## config.mk

```make
export PLATFORM = sky130hd
export DESIGN_NAME = pipe_sel_mux
export DESIGN_NICKNAME = d
export VERILOG_FILES = /design/src/rtl/pipe_sel_mux.sv
export SDC_FILE = /design/constraint.sdc
export NUM_CORES = 1
export LEC_CHECK = 0
export ABC_AREA = 0
export BUFFER_PORTS_ARGS = -buffer_cell sky130_fd_sc_hd__buf_4
export CAP_MARGIN = 20
export CELL_PAD_IN_SITES_DETAIL_PLACEMENT = 1
export CELL_PAD_IN_SITES_GLOBAL_PLACEMENT = 1
export CORE_ASPECT_RATIO = 0.75
export CORE_MARGIN = 3
export CORE_UTILIZATION = 33
export CTS_CLUSTER_DIAMETER = 120
export DETAILED_ROUTE_END_ITERATION = 16
export GPL_TIMING_DRIVEN = 0
export MAX_ROUTING_LAYER = met4
export PLACE_DENSITY_LB_ADDON = 0.08
export SYNTH_ARGS = -nofsm -noshare
export SYNTH_HDL_FRONTEND = slang
export SYNTH_SLANG_ARGS = --single-unit
```

## constraint.sdc

```tcl
create_clock -name clk -period 2.8 [get_ports clk]
set_clock_uncertainty 0.15 [all_clocks]
set_input_delay 0.7 -clock clk [delete_from_list [all_inputs] [get_ports clk]]
set_output_delay 0.7 -clock clk [all_outputs]
set_load 0.02 [all_outputs]
```

## src/rtl/pipe_sel_mux.sv

```systemverilog
// ---------------------------------------------------------------------------
// pipe_sel_mux
//
// Registered N-input select stage for a pipeline boundary (ID/EX or EX/MEM).
// One of NUM_IN sources is selected by sel and captured in the output
// register together with a valid bit. The stage honours stall (hold) and
// flush (bubble insert, wins over stall). Accepted transfers whose select
// code is out of range return source 0. Each one also sets a sticky flag and
// bumps a saturating counter, so the condition stays visible for debug.
//
// Ports
//   clk            rising-edge clock
//   rst_n          synchronous active-low reset, overrides all other inputs
//   in_data        flattened sources, source k at [k*WIDTH +: WIDTH]
//   sel            source select code
//   valid_in       upstream data/select valid
//   stall          hold out/valid_out
//   flush          clear out/valid_out (bubble)
//   clr_err        clear bad_sel_sticky and bad_cnt
//   out            registered selected data
//   valid_out      out holds a valid result
//   bad_sel_sticky an out-of-range select was accepted since the last clear
//   bad_cnt        saturating count of accepted out-of-range selects
// ---------------------------------------------------------------------------
module pipe_sel_mux #(
    parameter int WIDTH  = 32,
    parameter int NUM_IN = 3,
    parameter int SEL_W  = $clog2(NUM_IN),
    parameter int CNT_W  = 8
) (
    input  logic                    clk,
    input  logic                    rst_n,
    input  logic [NUM_IN*WIDTH-1:0] in_data,
    input  logic [SEL_W-1:0]        sel,
    input  logic                    valid_in,
    input  logic                    stall,
    input  logic                    flush,
    input  logic                    clr_err,
    output logic [WIDTH-1:0]        out,
    output logic                    valid_out,
    output logic                    bad_sel_sticky,
    output logic [CNT_W-1:0]        bad_cnt
);

    // One-hot decode of sel. It is built as an AND-OR mux rather than an
    // array index, so that a code with no matching source decodes to an
    // all-zero hit vector. That vector is the out-of-range detector.
    logic [NUM_IN-1:0] hit;
    logic [WIDTH-1:0]  masked [NUM_IN];

    genvar gi;
    generate
        for (gi = 0; gi < NUM_IN; gi++) begin : g_src
            assign hit[gi]    = (sel == SEL_W'(gi));
            assign masked[gi] = hit[gi] ? in_data[gi*WIDTH +: WIDTH] : '0;
        end
    endgenerate

    logic [WIDTH-1:0] or_data;
    logic [WIDTH-1:0] sel_data;
    logic             sel_bad;

    always_comb begin
        or_data = '0;
        for (int i = 0; i < NUM_IN; i++) begin
            or_data = or_data | masked[i];
        end
    end

    // An out-of-range code falls back to source 0.
    assign sel_bad  = ~|hit;
    assign sel_data = sel_bad ? in_data[WIDTH-1:0] : or_data;

    // Registers
    logic [WIDTH-1:0] out_reg,    out_next;
    logic             valid_reg,  valid_next;
    logic             sticky_reg, sticky_next;
    logic [CNT_W-1:0] cnt_reg,    cnt_next;
    logic             accept;

    // rst_n is handled in the register process. It is not part of accept,
    // because reset already overrides every update.
    assign accept = valid_in & ~stall & ~flush;

    always_comb begin
        out_next    = out_reg;
        valid_next  = valid_reg;
        sticky_next = sticky_reg;
        cnt_next    = cnt_reg;

        if (flush) begin
            out_next   = '0;
            valid_next = 1'b0;
        end else if (!stall) begin
            // Load even when valid_in=0. Consumers qualify with valid_out.
            out_next   = sel_data;
            valid_next = valid_in;
        end

        // A clear in the same cycle as a bad accept wins, and the event is lost.
        if (clr_err) begin
            sticky_next = 1'b0;
            cnt_next    = '0;
        end else if (accept && sel_bad) begin
            sticky_next = 1'b1;
            if (cnt_reg != {CNT_W{1'b1}}) begin
                cnt_next = cnt_reg + CNT_W'(1);
            end
        end
    end

    always_ff @(posedge clk) begin
        if (!rst_n) begin
            out_reg    <= '0;
            valid_reg  <= 1'b0;
            sticky_reg <= 1'b0;
            cnt_reg    <= '0;
        end else begin
            out_reg    <= out_next;
            valid_reg  <= valid_next;
            sticky_reg <= sticky_next;
            cnt_reg    <= cnt_next;
        end
    end

    assign out            = out_reg;
    assign valid_out      = valid_reg;
    assign bad_sel_sticky = sticky_reg;
    assign bad_cnt        = cnt_reg;

endmodule

```

==> impl_metrics.csv <==
group,metric,value,unit
yosys,yosys_warnings,0,
clock_tree,cts_resized,0,
die,core,7090,um^2
yosys,synth-edff-count,0,
drt,first_pass_iters,4,
die,ios,146,
layout,antennaDiodeCount,0,
layout,largest_reg_flops,32,
yosys,yosysSeqAreaShare,0.335,
grt,grt_max_degree,12,
yosys,ys_seq_elements,42,
die,dieArea,8690,um^2
yosys,synthFlopType,"dfxtp_1",
sta,setup-tns-final,0,ps
drt,vias,2820,
die,start_util,0.353,
grt,grt_pass1_vias,2967,
setup_path,crit_slowest_cell,"clkbuf_1",
yosys,syn_inst,279,
yosys,synth_cell_type_count,35,
setup_path,max_stage_delay,390,ps
drt,ant_nets,0,
die,rows,26,
sta,worst-slew-pin-transition,564,ps
placed_design,placed_cell_area,3710,um^2
grt,grt_pass1_wl,15.0,mm
clock_tree,htreeDepth,2,
grt,grt_use_total,0.224,
yosys,syn_avg_cell_area,8.98,um^2
power,p_clk_frac,0.283,
sta,period_needed,1920,ps
layout,syn_to_final_growth,51.3,%
yosys,synth_top_area_share,0.335,
sta,finalHoldViolCount,0,
yosys,synthTopCellsByArea,"dfxtp_1 (34%), mux2i_1 (13%), a22o_1 (11%), a211oi_1 (10%), a21oi_1 (7.0%)",
sta,maxSlewHeadroom,0.624,
clock_tree,cts_buffers,5,
clock_tree,cts_tree,"yes",
clock_tree,numClockSinks,42,
setup_path,path_max_fanout,10,
outcome,outcome,"completed",
power,power_density,368,nW/um^2
power,comb_power_share,0.268,
placed_design,dp.cells,521,
die,dieWidth,107,um
drt,routed_via_density,5.35,
yosys,synthTopCellsByCount,"dfxtp_1 (42), a211oi_1 (35), a21oi_1 (35), a22o_1 (32), mux2i_1 (32)",
run,maxCapViolCount,0,
hold_path,hp-class,"reg -> reg",
setup_path,cp.required,2860,ps
power,switching_share,0.280,
power,seqPwrFrac,0.450,
setup_path,path_class,"in -> reg",
power,cellInternalPower,1.01,mW
drt,first_iter_violations,99,
layout,nFillCells,884,
power,power_leakage,1.73,nW
drt,drc_errors,0,
setup_path,worstPathArrival,1980,ps
sta,maxSlewViolCount,0,
clock_tree,root_buffer,"clkbuf_8",
setup_path,worstSetupStartpointType,"primary input",
grt,overflow,0,
setup_path,critPathTopFamily,"buffers and inverters",
grt,antenna_found_initial,0,
yosys,syn_nets,384,
power,vdd_drop_max,0.187,mV
power,p_total,1.40,mW
clock_tree,cts_setup_buffers,0,
clock_tree,clk-insertion-delay-late,300,ps
sta,period_share,0.684,
yosys,yosys.area.top_type,"dfxtp_1",
sta,whs,333,ps
placed_design,gp_congestion,0.790,
yosys,async_reset_ff_frac,0,
setup_path,crit_path_end_kind,"register",
clock_tree,cts-hold-fix-buffers,0,
setup_path,path_buf_inv,2,
layout,final_area,3790,um^2
setup_path,crit_path_cell_trace,"buf_6 > clkbuf_1 > nand4b_1 > nor3_2 > a31oi_1 > a211oi_1",
sta,setup_viol,0,
die,die_y,81.5,um
layout,drive_gt1_frac,0.378,
yosys,synth.most_common_cell,"dfxtp_1",
clock_tree,cts.path.max_buffers,2,
layout,nets,535,
sta,rsz0062_at_grt,"false",
placed_design,io_buffers,144,
sta,fmaxAchievable,522,MHz
clock_tree,clk_pin_slew,80,ps
drt,wl_per_cell,17.8,um
yosys,syn-cell-area,2510,um^2
placed_design,dp_hpwl,7.27,mm
drt,finalWirelength,9.38,mm
layout,stdcell_count,527,
power,p_sw,0.391,mW
area by class of cell:
| type | count | area (um^2) | share of cell area |
|---|---|---|---|
| plain buffers | 24 | 113 | 0.0297 |
| well taps | 98 | 123 | 0.0323 |
| inverters | 1 | 3.75 | 0.000990 |
| multi-input cells | 212 | 1550 | 0.408 |
| clock buffers | 6 | 82.6 | 0.0218 |
| repair buffers | 144 | 1080 | 0.285 |
| flip-flops and latches | 42 | 841 | 0.222 |
per-layer routing:
layer  vias up  track usage  wire, um
li1       1368            -         -
met1      1352        0.281      4310
met2        91        0.376      4480
met3         9       0.0471       494
met4         0       0.0511        90
met5         -            -         0
kinds of logic (layout without fill, tap and decap cells):
logic type | Yosys count | after routing | share of synthesized area
buffers and inverters | 25 | 175 | 0.0464
AND/OR/NAND/NOR | 69 | 69 | 0.177
flip-flops | 42 | 42 | 0.335
adder cells (fa/ha/maj) | 1 | 1 | 0.00499
multiplexers | 32 | 32 | 0.128
AO/OA/AOI/OAI | 110 | 110 | 0.309
through the flow:
step	util	setup slack, ps
6_report	0.535	885
4_1_cts	0.535	832
3_5_place_dp	0.523	523
5_1_grt	0.535	670
3_3_place_gp	0.523	578
2_1_floorplan	-	843
worst reg2reg max path, stage by stage, from the launching register on:
cell and delay [ps]:
dfxtp_1 480, ha_1 360, nand4b_1 160, nor3_2 240
a31oi_1 120, a211oi_1 220
power by group through the flow:
stage | sequential (mW) | clock, mW | combinational [mW]
after floorplan | 0.665 | 0 | 0.157
after global routing | 0.630 | 0.432 | 0.409
after global placement | 0.641 | 0 | 0.366
final | 0.628 | 0.395 | 0.374
after detailed placement | 0.642 | 0 | 0.375
after CTS | 0.628 | 0.410 | 0.377
worst paths after layout:
kind,start,to,slack [ps],cells after the start
setup reg to reg,bad_cnt[0],bad_cnt[6],990,5
hold reg to reg,out[2],out[2],330,1
setup / recovery,sel[0],bad_cnt[6],880,6
hold / removal,out[2],out[2],330,1
layout by cell type, fill, tap and decap left out, types with 2 or more instances in the layout:
cell type / count
a31oi_1: 2
nand2b_1: 2
and3_1: 2
a211oi_1: 35
buf_2: 3
nand3_1: 2
and2b_1: 8
o21ai_0: 3
nor3_1: 4
mux2i_1: 32
buf_4: 147
nand4_1: 2
nand2_1: 6
nor2_1: 8
dfxtp_1: 42
clkbuf_8: 6
a21oi_1: 35
nor2b_1: 25
clkbuf_1: 17
a22o_1: 32
(Power assumes the default switching activity.)
